`config.mk`:
```
export PLATFORM = sky130hd
export DESIGN_NAME = wb_arbiter_flat
export DESIGN_NICKNAME = d
export VERILOG_FILES = /design/src/rtl/wb_arbiter_if.sv /design/src/rtl/wb_arbiter.sv /design/src/flat_wrapper.sv
export SDC_FILE = /design/constraint.sdc
export NUM_CORES = 1
export LEC_CHECK = 0
export BUFFER_PORTS_ARGS = -buffer_cell sky130_fd_sc_hd__buf_4
export CAP_MARGIN = 20
export CORE_MARGIN = 10
export CORE_UTILIZATION = 55
export CTS_BUF_LIST = sky130_fd_sc_hd__clkbuf_16
export DETAILED_ROUTE_END_ITERATION = 10
export PLACE_DENSITY = 0.89
export SYNTH_ARGS = -nofsm -noshare
export SYNTH_HDL_FRONTEND = slang
export SYNTH_SLANG_ARGS = --single-unit
```
`constraint.sdc`:
```
create_clock -name clk -period 11.81 [get_ports clk]
set_input_delay 1.181 -clock clk [delete_from_list [all_inputs] [get_ports clk]]
set_output_delay 1.181 -clock clk [all_outputs]
set_load 0.05 [all_outputs]
```
`src/rtl/wb_arbiter_if.sv`:
```
// Writeback arbiter bus: per-source request channels plus the single
// registered writeback port toward the register file / scoreboard.
// The "slave" modport is the arbiter side; "master" is the side that
// issues requests and observes writebacks.
interface wb_arbiter_if #(
   parameter int DATA_W = 64
);
   logic [2:0]          req_valid;
   logic [2:0]          req_ready;
   logic [11:0]         req_rD;
   logic [11:0]         req_mask;
   logic [3*DATA_W-1:0] req_data;

   logic                wb_rf_we;
   logic [3:0]          wb_rD_addr;
   logic [3:0]          wb_active_mask;
   logic [DATA_W-1:0]   wb_data;
   logic [1:0]          wb_src;

   modport master (
      output req_valid, req_rD, req_mask, req_data,
      input  req_ready,
      input  wb_rf_we, wb_rD_addr, wb_active_mask, wb_data, wb_src
   );

   modport slave (
      input  req_valid, req_rD, req_mask, req_data,
      output req_ready,
      output wb_rf_we, wb_rD_addr, wb_active_mask, wb_data, wb_src
   );
endinterface

```
`src/rtl/wb_arbiter.sv`:
```
// Writeback arbiter: three sources (0 MEM, 1 SFU, 2 ALU) each feed a
// 2-entry FIFO of {rD, mask, data}. One non-empty head is granted per
// cycle, dequeued and loaded into the registered wb_* outputs at the same
// edge. Heads with an all-zero thread mask are drained without a write.
// Optional feature macro: WB_ARB_RR_EN selects round-robin arbitration;
// when undefined, fixed priority MEM > SFU > ALU is used.
module wb_arbiter #(
   parameter int DATA_W = 64
) (
   input  logic          clk,
   input  logic          rst_n,
   wb_arbiter_if.slave   bus,
   output logic          idle,
   output logic [15:0]   conflict_cnt
);
   localparam int ENT_W = 8 + DATA_W;

   logic [2:0]       nonempty;
   logic [2:0]       ready;
   logic [2:0]       enq;
   logic [2:0]       deq;
   logic [ENT_W-1:0] head [3];

   logic             grant_valid;
   logic [1:0]       grant_idx;
   logic [ENT_W-1:0] head_sel;
   logic             two_plus;

   logic             wb_rf_we_reg;
   logic [3:0]       wb_rD_addr_reg;
   logic [3:0]       wb_active_mask_reg;
   logic [DATA_W-1:0] wb_data_reg;
   logic [1:0]       wb_src_reg;
   logic [15:0]      conflict_cnt_reg;

   // Per-source FIFO: ready depends only on the registered count, and a
   // slot freed by this edge's dequeue is not offered until the next cycle.
   generate
      for (genvar gi = 0; gi < 3; gi++) begin : g_fifo
         logic [1:0]       count_reg;
         logic             wr_ptr_reg;
         logic             rd_ptr_reg;
         logic [ENT_W-1:0] mem_reg [2];
         logic [ENT_W-1:0] wr_entry;

         assign wr_entry    = {bus.req_rD[4*gi +: 4], bus.req_mask[4*gi +: 4],
                               bus.req_data[DATA_W*gi +: DATA_W]};
         assign nonempty[gi] = (count_reg != 2'd0);
         assign ready[gi]    = (count_reg != 2'd2);
         assign enq[gi]      = bus.req_valid[gi] & ready[gi];
         assign deq[gi]      = grant_valid && (grant_idx == 2'(gi));
         assign head[gi]     = mem_reg[rd_ptr_reg];

         // Occupancy and pointers; simultaneous push and pop keep the count.
         always_ff @(posedge clk or negedge rst_n) begin
            if (!rst_n) begin
               count_reg  <= 2'd0;
               wr_ptr_reg <= 1'b0;
               rd_ptr_reg <= 1'b0;
            end else begin
               if (enq[gi]) wr_ptr_reg <= ~wr_ptr_reg;
               if (deq[gi]) rd_ptr_reg <= ~rd_ptr_reg;
               case ({enq[gi], deq[gi]})
                  2'b10:   count_reg <= count_reg + 2'd1;
                  2'b01:   count_reg <= count_reg - 2'd1;
                  default: count_reg <= count_reg;
               endcase
            end
         end

         // Entry storage; contents are only meaningful while counted valid.
         always_ff @(posedge clk) begin
            if (enq[gi]) mem_reg[wr_ptr_reg] <= wr_entry;
         end
      end
   endgenerate

   assign bus.req_ready = ready;

`ifdef WB_ARB_RR_EN
   logic [1:0] rr_ptr_reg;

   // Round-robin pick: first non-empty source starting at the pointer.
   always_comb begin
      logic [2:0] sum;
      logic [1:0] cand;
      grant_valid = 1'b0;
      grant_idx   = 2'd0;
      sum         = 3'd0;
      cand        = 2'd0;
      for (int k = 0; k < 3; k++) begin
         sum  = {1'b0, rr_ptr_reg} + 3'(k);
         cand = (sum >= 3'd3) ? 2'(sum - 3'd3) : sum[1:0];
         if (!grant_valid && nonempty[cand]) begin
            grant_valid = 1'b1;
            grant_idx   = cand;
         end
      end
   end

   // Pointer moves just past the source that was granted.
   always_ff @(posedge clk or negedge rst_n) begin
      if (!rst_n) begin
         rr_ptr_reg <= 2'd0;
      end else if (grant_valid) begin
         rr_ptr_reg <= (grant_idx == 2'd2) ? 2'd0 : grant_idx + 2'd1;
      end
   end
`else
   // Fixed priority pick: MEM first, then SFU, then ALU.
   always_comb begin
      grant_valid = 1'b1;
      grant_idx   = 2'd0;
      if (nonempty[0])      grant_idx = 2'd0;
      else if (nonempty[1]) grant_idx = 2'd1;
      else if (nonempty[2]) grant_idx = 2'd2;
      else                  grant_valid = 1'b0;
   end
`endif

   // Select the head entry of the granted source.
   always_comb begin
      head_sel = head[0];
      case (grant_idx)
         2'd1:    head_sel = head[1];
         2'd2:    head_sel = head[2];
         default: head_sel = head[0];
      endcase
   end

   assign two_plus = (nonempty[0] & nonempty[1]) | (nonempty[0] & nonempty[2]) |
                     (nonempty[1] & nonempty[2]);

   // Writeback register: one-cycle strobe per grant, fields hold otherwise.
   always_ff @(posedge clk or negedge rst_n) begin
      if (!rst_n) begin
         wb_rf_we_reg       <= 1'b0;
         wb_rD_addr_reg     <= 4'd0;
         wb_active_mask_reg <= 4'd0;
         wb_data_reg        <= '0;
         wb_src_reg         <= 2'd0;
      end else if (grant_valid) begin
         wb_rf_we_reg       <= |head_sel[ENT_W-5 -: 4];
         wb_rD_addr_reg     <= head_sel[ENT_W-1 -: 4];
         wb_active_mask_reg <= head_sel[ENT_W-5 -: 4];
         wb_data_reg        <= head_sel[DATA_W-1:0];
         wb_src_reg         <= grant_idx;
      end else begin
         wb_rf_we_reg       <= 1'b0;
      end
   end

   // Saturating count of edges where more than one source was waiting.
   always_ff @(posedge clk or negedge rst_n) begin
      if (!rst_n) begin
         conflict_cnt_reg <= 16'd0;
      end else if (two_plus && (conflict_cnt_reg != 16'hFFFF)) begin
         conflict_cnt_reg <= conflict_cnt_reg + 16'd1;
      end
   end

   assign bus.wb_rf_we       = wb_rf_we_reg;
   assign bus.wb_rD_addr     = wb_rD_addr_reg;
   assign bus.wb_active_mask = wb_active_mask_reg;
   assign bus.wb_data        = wb_data_reg;
   assign bus.wb_src         = wb_src_reg;
   assign conflict_cnt       = conflict_cnt_reg;
   assign idle               = ~(|nonempty) & ~wb_rf_we_reg;
endmodule
```
`src/flat_wrapper.sv`:
```
// flat-port wrapper written by rule: the top's interface ports become plain ports
module wb_arbiter_flat 
#(
   parameter int DATA_W = 64
)
  (clk, rst_n, idle, conflict_cnt, bus_req_valid, bus_req_rD, bus_req_mask, bus_req_data, bus_req_ready, bus_wb_rf_we, bus_wb_rD_addr, bus_wb_active_mask, bus_wb_data, bus_wb_src);
  wb_arbiter_if #(.DATA_W(DATA_W)) bus_i ();
  input  logic clk;
  input  logic rst_n;
  output logic idle;
  output logic [15:0] conflict_cnt;
  input wire logic [$bits(bus_i.req_valid)-1:0] bus_req_valid;
  input wire logic [$bits(bus_i.req_rD)-1:0] bus_req_rD;
  input wire logic [$bits(bus_i.req_mask)-1:0] bus_req_mask;
  input wire logic [$bits(bus_i.req_data)-1:0] bus_req_data;
  output wire logic [$bits(bus_i.req_ready)-1:0] bus_req_ready;
  output wire logic [$bits(bus_i.wb_rf_we)-1:0] bus_wb_rf_we;
  output wire logic [$bits(bus_i.wb_rD_addr)-1:0] bus_wb_rD_addr;
  output wire logic [$bits(bus_i.wb_active_mask)-1:0] bus_wb_active_mask;
  output wire logic [$bits(bus_i.wb_data)-1:0] bus_wb_data;
  output wire logic [$bits(bus_i.wb_src)-1:0] bus_wb_src;
  assign bus_i.req_valid = bus_req_valid;
  assign bus_i.req_rD = bus_req_rD;
  assign bus_i.req_mask = bus_req_mask;
  assign bus_i.req_data = bus_req_data;
  assign bus_req_ready = bus_i.req_ready;
  assign bus_wb_rf_we = bus_i.wb_rf_we;
  assign bus_wb_rD_addr = bus_i.wb_rD_addr;
  assign bus_wb_active_mask = bus_i.wb_active_mask;
  assign bus_wb_data = bus_i.wb_data;
  assign bus_wb_src = bus_i.wb_src;
  wb_arbiter #(.DATA_W(DATA_W)) u_core (.clk(clk), .rst_n(rst_n), .bus(bus_i), .idle(idle), .conflict_cnt(conflict_cnt));
endmodule
```
==> impl_metrics.json, run 1 <==
{
  "cts_buffers": 53,
  "pwr-share-comb": 0.355,
  "worstPathArrival_ns": 2.95,
  "fin_worst_skew_ns": 0.0190,
  "insertion_delay_ns": 0.60,
  "drt_iter0_drc": 1077,
  "layout-drive-gt1-share": 0.360,
  "post_cts_buffers": 0,
  "hpwl_mm": 31.6,
  "h-tree-depth": 2,
  "finalMaxSlewViolations": 0,
  "start_kind": "register",
  "design_area_um2": 25200,
  "p_leak_nw": 9.86,
  "via_per_inst": 5.88,
  "cts_buffer_depth": 3,
  "detail-route-antenna-nets": 0,
  "swShare": 0.360,
  "post_dp_cell_area_um2": 23400,
  "wl_mm": 51.2,
  "hold_violations": 0,
  "period_share": 0.350,
  "max-cap-violations": 0,
  "die_y_um": 213,
  "routabilityCongestion": 0.805,
  "p_seq_frac": 0.415,
  "rr_worst_depth": 5,
  "cp_data_required_time_ns": 10.63,
  "ys_seq_area_frac": 0.756,
  "post_drt_wl_per_cell_um": 25.0,
  "num_vias": 12000,
  "grt_max_degree": 89,
  "fin_tns_setup_ns": 0,
  "pwr-share-clk": 0.230,
  "grt_pass1_wl_mm": 75.1,
  "fin_crit_ns": 4.13,
  "num_rows": 70,
  "core_area_um2": 36800,
  "clk_pin_slew_ns": 0.06,
  "power_density_nw_per_um2": 280,
  "antenna_found_initial": 5,
  "overflow": 0,
  "drt_first_pass_iters": 5,
  "syn-num-nets": 1439,
  "die_w_um": 213,
  "switching_power_mw": 2.55,
  "nets": 1755,
  "port_buffers": 315,
  "vdd_drop_max_v": 0.000177,
  "crit_type": "register to output pin",
  "postSynthCellCount": 1214,
  "ioPinCount": 316,
  "ys_ff_latch": 535,
  "largest_register_ff_count": 432,
  "power.total_mw": 7.07,
  "drc": 0,
  "cp_max_fo": 56,
  "status": "finished clean",
  "grt_setup_unrepaired": "no",
  "start_util": 0.559,
  "clock.fmax_ghz": 0.242,
  "grt_use_total": 0.219,
  "syn2layout_area_growth_pct": 22.6,
  "worstMarginPinSlew_ns": 1.03,
  "cts_hold_buffers": 0,
  "hold_depth": 2,
  "cts_tree": "yes",
  "cts.sinks": 535,
  "syn_area_per_cell_um2": 16.9,
  "yosys_warnings": 0,
  "hp-class": "register to register",
  "setup_viol": 0,
  "synth.distinct_cells": 33,
  "fp.dieArea_um2": 45500,
  "cts_root_buf": "clkbuf_16",
  "p_int_mw": 4.52,
  "slew_headroom": 0.311,
  "grt_pass1_vias": 12900,
  "final_util": 0.685,
  "critPathCaptureType": "output pin",
  "cts-resized-gates": 0,
  "syn-cell-area_um2": 20600
}
[per-stage QoR]
| stage | instances | hold WS (ns) | setup WS (ns) |
|---|---|---|---|
| after floorplan | 1214 | 0.461 | 7.00 |
| after global placement | 1939 | 0.467 | 8.39 |
| after detailed placement | 1939 | 0.500 | 8.37 |
| after CTS | 2038 | 0.508 | 7.65 |
| after global routing | 2043 | 0.520 | 7.54 |
| final | 2044 | 0.510 | 7.68 |
[power by group through the flow]
stage	Clock, mW	Combinational [mW]	Sequential [mW]
2_1_floorplan	0	1.33	3.33
3_3_place_gp	0	2.43	2.93
3_5_place_dp	0	2.49	2.96
4_1_cts	1.65	2.51	2.93
5_1_grt	1.73	2.66	2.97
6_report	1.62	2.51	2.93
[critical path, stage by stage (launching register included)]
cell and delay (ns):
dfrtp_1 0.48, nor4_1 0.83, nand2_4 0.55, nor2_1 0.23, buf_4 0.23
[metal layers]
metal	vias up	track usage	share of wire
li1	5335	-	-
met1	6119	0.266	0.39
met2	470	0.372	0.50
met3	90	0.0581	0.081
met4	6	0.0814	0.026
met5	-	0	0.0011
[final cells by class]
type,count,area [µm²]
Fill cell,2375,11600
Antenna cell,2,5.00
Clock buffer,54,1350
Sequential cell,535,15600
Clock inverter,45,342
Tap cell,468,586
Multi-Input combinational cell,604,4780
Timing Repair Buffer,333,2560
Inverter,3,11.3
[synthesized netlist by cell type]
master / instances / area, µm²
o221a_2: 68 / 766
maj3_2: 1 / 11.3
nor3_1: 9 / 45.0
nand2_1: 13 / 48.8
buf_2: 13 / 65.1
and2_1: 1 / 6.26
ha_1: 4 / 50.1
o22ai_1: 3 / 18.8
nor4_1: 1 / 6.26
mux2_2: 72 / 811
a31oi_1: 3 / 18.8
or4_1: 1 / 7.51
mux2i_1: 145 / 1450
edfxtp_1: 432 / 13000
or4_4: 1 / 11.3
a311o_1: 1 / 10.0
a41oi_1: 1 / 8.76
nand3_1: 73 / 365
dfrtp_1: 103 / 2580
xor2_1: 10 / 87.6
nor3_2: 3 / 30.0
and3_1: 5 / 31.3
o21ai_1: 2 / 10.0
a21oi_1: 70 / 350
xnor2_1: 20 / 175
inv_1: 3 / 11.3
nand4_1: 4 / 25.0
buf_1: 3 / 11.3
clkbuf_1: 56 / 210
nor2_2: 1 / 6.26
nor2_1: 88 / 330
nand2b_1: 3 / 18.8
and4_1: 1 / 8.76
[path summary, 6_finish.rpt]
path	from	endpoint	slack (ns)
worst max-delay path	u_core.g_fifo[1].count_reg[0]	idle	7.68
worst min-delay path	u_core.bus.wb_active_mask[3]	u_core.bus.wb_active_mask[3]	0.51
worst max register to register	u_core.g_fifo[1].count_reg[0]	u_core.bus.wb_data[11]	8.77
worst min register to register	u_core.bus.wb_active_mask[3]	u_core.bus.wb_active_mask[3]	0.51
max in group asynchronous	rst_n	u_core.g_fifo[0].rd_ptr_reg	9.80
min in group asynchronous	rst_n	u_core.bus.wb_data[1]	0.65
[cell families after synthesis]
family,count (synthesis),share of synthesized area
compound gates,148,0.0575
xor+xnor,30,0.0128
fa+ha+maj,5,0.00298
buf+inv,75,0.0145
flops,535,0.756
mux,217,0.110
simple gates,204,0.0458
[cells in the final DEF, fill, tap and decap left out, types with 9 or more instances in the layout]
| cell | count |
|---|---|
| a21oi_1 | 70 |
| mux2_2 | 72 |
| xnor2_1 | 20 |
| clkinv_1 | 11 |
| nand2_1 | 12 |
| o221a_2 | 68 |
| inv_1 | 15 |
| buf_4 | 329 |
| nand3_1 | 73 |
| mux2i_1 | 145 |
| xor2_1 | 10 |
| nor3_1 | 9 |
| clkinv_2 | 11 |
| clkbuf_16 | 54 |
| edfxtp_1 | 432 |
| dfrtp_1 | 100 |
| nor2_1 | 85 |
(Power assumes the default switching activity.)
==> run 2, diff against run 1 <==
clock period = 4.3 ns   (was 11.81 ns; I/O delays follow)
==> impl_metrics.json, run 2 (synthesis gave the netlist of run 1 again) <==
{
  "grt_setup_unrepaired": "no",
  "design_area_um2": 26200,
  "final_util": 0.713,
  "cp_data_required_time_ns": 3.87,
  "max-cap-violations": 0,
  "hpwl_mm": 32.8,
  "die_y_um": 213,
  "nets": 1851,
  "final_cell_mix": "edfxtp_1, buf_4, mux2i_1, dfrtp_1, dlygate4sd3_1",
  "dp.cells": 1945,
  "grt_pass1_wl_mm": 81.3,
  "status": "finished clean",
  "drc": 0,
  "grt_max_degree": 94,
  "critPathCaptureType": "output pin",
  "worstMarginPinSlew_ns": 1.09,
  "fin_tns_setup_ns": 0,
  "drt_first_pass_iters": 5,
  "die_w_um": 213,
  "wl_met3_mm": 4.80,
  "start_util": 0.559,
  "hold_ws_ns": 0.0300,
  "setup.reg_to_reg.worst_slack_ns": 1.34,
  "cts-resized-gates": 0,
  "stdcell_count": 2144,
  "p_leak_nw": 10.3,
  "ioPinCount": 316,
  "layout-drive-gt1-share": 0.344,
  "layout.cells.most_common": "edfxtp_1",
  "clock.fmax_ghz": 0.284,
  "power.total_mw": 19.9,
  "num_vias": 12800,
  "cp_max_fo": 52,
  "antenna_found_initial": 5,
  "top_layer": "met5",
  "cts_tree": "yes",
  "port_buffers": 315,
  "cts_buffers": 53,
  "routabilityCongestion": 0.819,
  "start_kind": "register",
  "cts_buffer_depth": 3,
  "clk_pin_slew_ns": 0.07,
  "fp.dieArea_um2": 45500,
  "cts_hold_buffers": 94,
  "post_dp_cell_area_um2": 23500,
  "period_share": 0.820,
  "worstPathArrival_ns": 3.10,
  "power_density_nw_per_um2": 757,
  "post_cts_buffers": 0,
  "fin_ws_ns": 0.773,
  "syn2layout_area_growth_pct": 27.6,
  "detail-route-antenna-nets": 0,
  "via_per_inst": 5.96,
  "h-tree-depth": 2,
  "core_area_um2": 36800,
  "setup_viol": 0,
  "post_drt_wl_per_cell_um": 25.9,
  "fin_worst_skew_ns": 0.0223,
  "hold_violations": 0,
  "num_rows": 70,
  "grt_use_total": 0.238,
  "largest_register_ff_count": 432,
  "wl_mm": 55.5,
  "finalMaxSlewViolations": 0,
  "cts_root_buf": "clkbuf_16",
  "vdd_drop_max_v": 0.000596,
  "drt_iter0_drc": 1070,
  "cts.sinks": 535,
  "hp-class": "input port to register",
  "wl_met2_mm": 28.3,
  "insertion_delay_ns": 0.59,
  "slew_headroom": 0.276,
  "fin_crit_ns": 3.53,
  "overflow": 0,
  "grt_pass1_vias": 13600,
  "crit_type": "register to output pin",
  "wl_met1_mm": 20.9,
  "pre_cts_slack_ns": 1.42
}
## run 2: cell type report
type	count	area (µm²)
Sequential cell	535	15600
Fill cell	2157	10600
Multi-Input combinational cell	604	4780
Timing Repair Buffer	429	3530
Clock buffer	53	1330
Tap cell	468	586
Clock inverter	46	422
Antenna cell	6	15.0
Inverter	3	11.3
## run 2: critical path, cell delays in order (launching register included)
cell and delay, ns:
dfrtp_1 0.48, nor4_1 0.77, nand2_4 0.54, nor2_1 0.45
buf_4 0.27
## run 2: layer usage
metal	vias up	GRT usage
met4	2	0.0878
li1	5558	-
met3	102	0.0540
met5	-	0
met2	691	0.407
met1	6415	0.291
## run 2: worst paths after layout
check	depth (start not counted)	to	start
setup / recovery	4	idle	u_core.g_fifo[1].count_reg[0]
hold / removal	1	u_core.g_fifo[2].mem_reg[1][26]	bus_req_data[154]
setup reg to reg	5	u_core.bus.wb_data[8]	u_core.g_fifo[1].count_reg[0]
hold reg to reg	2	u_core.bus.wb_src[0]	u_core.bus.wb_src[0]
max in group asynchronous	3	u_core.g_fifo[0].rd_ptr_reg	rst_n
min in group asynchronous	2	u_core.bus.wb_data[17]	rst_n
## run 2: power breakdown
group	internal, mW	switching [mW]	leakage (nW)
clock	2.68	1.98	0.885
combinational	2.75	4.28	4.15
sequential	7.22	0.953	5.25
total	12.6	7.21	10.3
==> run 3, diff against run 2 <==
clock period = 3.35 ns   (was 4.3 ns; I/O delays follow)
==> impl_metrics.json, run 3 (synthesis gave the netlist of run 1 again) <==
{
  "ff_latch_area_um2": 15600,
  "fin_worst_skew_ns": 0.0189,
  "critPathCaptureType": "output pin",
  "p_seq_frac": 0.406,
  "layout-drive-gt1-share": 0.320,
  "insertion_delay_ns": 0.58,
  "h-tree-depth": 2,
  "clock.fmax_ghz": 0.406,
  "wl_mm": 60.1,
  "detail-route-antenna-nets": 0,
  "die_w_um": 213,
  "cpPeakStageDelay_ns": 0.47,
  "cts_buffer_depth": 3,
  "start_util": 0.559,
  "grt_use_total": 0.263,
  "switching_power_mw": 9.38,
  "multi_input_area_um2": 4780,
  "setup.reg_to_reg.worst_slack_ns": 0.98,
  "routabilityCongestion": 0.801,
  "drt_iter0_drc": 1210,
  "vdd_drop_max_v": 0.000775,
  "grt_setup_unrepaired": "no",
  "period_share": 0.736,
  "cts_root_buf": "clkbuf_16",
  "setup_viol": 0,
  "dp.cells": 1953,
  "worstMarginPinSlew_ns": 0.951,
  "cts-resized-gates": 0,
  "pwr-share-clk": 0.227,
  "cp_max_fo": 21,
  "final_cell_mix": "edfxtp_1, buf_4, dlygate4sd3_1, mux2i_1, dfrtp_1",
  "power.total_mw": 25.6,
  "core_area_um2": 36800,
  "holdPathEnd": "u_core.g_fifo[0].wr_ptr_reg",
  "max-cap-violations": 0,
  "crit_type": "register to output pin",
  "cp_slowest_cell": "dfrtp_1",
  "drc": 0,
  "hpwl_mm": 33.6,
  "reg2reg_from": "u_core.g_fifo[2].count_reg[0]",
  "via_per_inst": 5.93,
  "worstPathArrival_ns": 2.13,
  "slew_headroom": 0.366,
  "ioPinCount": 316,
  "rr_worst_depth": 5,
  "crit_top_cell": "buf_4",
  "clk_pin_slew_ns": 0.06,
  "cts_tree": "yes",
  "port_buffers": 315,
  "cp_data_required_time_ns": 3.01,
  "finalMaxSlewViolations": 0,
  "final_util": 0.747,
  "syn2layout_area_growth_pct": 33.7,
  "cts.sinks": 535,
  "num_vias": 13500,
  "stdcell_count": 2275,
  "p_int_mw": 16.3,
  "layout.cells.most_common": "edfxtp_1",
  "post_drt_wl_per_cell_um": 26.4,
  "grt_pass1_wl_mm": 89.9,
  "num_rows": 70,
  "fp.dieArea_um2": 45500,
  "overflow": 0,
  "pwr-share-comb": 0.367,
  "drt_first_pass_iters": 5,
  "hold_violations": 0,
  "fin_crit_ns": 2.47,
  "die_y_um": 213,
  "cp_cell_sequence": "nor4_1 -> buf_4 -> nand2_4 -> nor2_1 -> buf_4",
  "cts_buffers": 53,
  "status": "finished clean",
  "swShare": 0.366,
  "post_cts_buffers": 0,
  "nets": 1982,
  "start_kind": "register",
  "hold_depth": 3,
  "hp-class": "input port to register",
  "antenna_found_initial": 5,
  "grt_max_degree": 77,
  "largest_register_ff_count": 432,
  "worstHoldStart": "bus_req_valid[0]",
  "grt_pass1_vias": 14700,
  "fin_tns_setup_ns": 0,
  "p_leak_nw": 10.8,
  "nFillCells": 2034,
  "rr_endpoint": "u_core.bus.wb_data[24]",
  "power_density_nw_per_um2": 933
}
run 3: worst max-delay path by stage:
| stage | from | end | slack (ns) | depth (start not counted) |
|---|---|---|---|---|
| after global routing | u_core.g_fifo[1].count_reg[0] | idle | 0.73 | 5 |
| after floorplan | u_core.g_fifo[2].count_reg[0] | u_core.g_fifo[2].mem_reg[1][0] | 0.15 | 3 |
| after global placement | u_core.g_fifo[2].count_reg[1] | u_core.bus.wb_rf_we | 1.20 | 5 |
| after detailed placement | u_core.g_fifo[2].count_reg[0] | u_core.bus.wb_active_mask[0] | 1.13 | 5 |
| final | u_core.g_fifo[1].count_reg[0] | idle | 0.88 | 5 |
| after CTS | u_core.g_fifo[1].count_reg[0] | idle | 0.84 | 5 |
run 3: layer usage:
layer	up-vias	global-route usage	part of all wire
li1	5813	-	-
met1	6724	0.310	0.36
met2	797	0.454	0.51
met3	147	0.0610	0.092
met4	0	0.116	0.038
met5	-	0	0
run 3: what timing repair did:
item / CTS / global route
hold buffers: 217 / 0
setup endpoints to repair: 0 / 0
endpoints found under the hold margin: 492 / 0
run 3: final cells by class:
class                           instances  area share
Clock inverter                         45      0.0120
Timing Repair Buffer                  560       0.176
Multi-Input combinational cell        604       0.174
Tap cell                              468      0.0213
Sequential cell                       535       0.566
Inverter                                3    0.000410
Clock buffer                           55      0.0501
Antenna cell                            5    0.000455
run 3: power by group through the flow:
| stage | sequential, mW | combinational [mW] | clock [mW] |
|---|---|---|---|
| finish | 10.4 | 9.40 | 5.82 |
| CTS | 10.3 | 9.30 | 5.85 |
| detailed placement | 10.4 | 9.02 | 0 |
| floorplan | 11.7 | 4.69 | 0 |
| global route | 10.5 | 9.92 | 6.15 |
| global placement | 10.3 | 8.75 | 0 |
run 3: worst max-delay path: cells and delay by family, from the launching register on:
family	cells	cell delay [ns]
buffers and inverters	2	0.40
AND/OR/NAND/NOR	3	0.67
flip-flops	1	0.47
run 3: stage by stage:
stage / cell area (µm²) / worst slack (ns) / hold slack, ns
after floorplan: 20600 / 0.148 / 0.0394
after global placement: 23600 / 1.20 / 0.466
after detailed placement: 23600 / 1.13 / 0.484
after CTS: 27500 / 0.844 / 0.110
after global routing: 27500 / 0.726 / 0.171
final: 27500 / 0.884 / 0.146
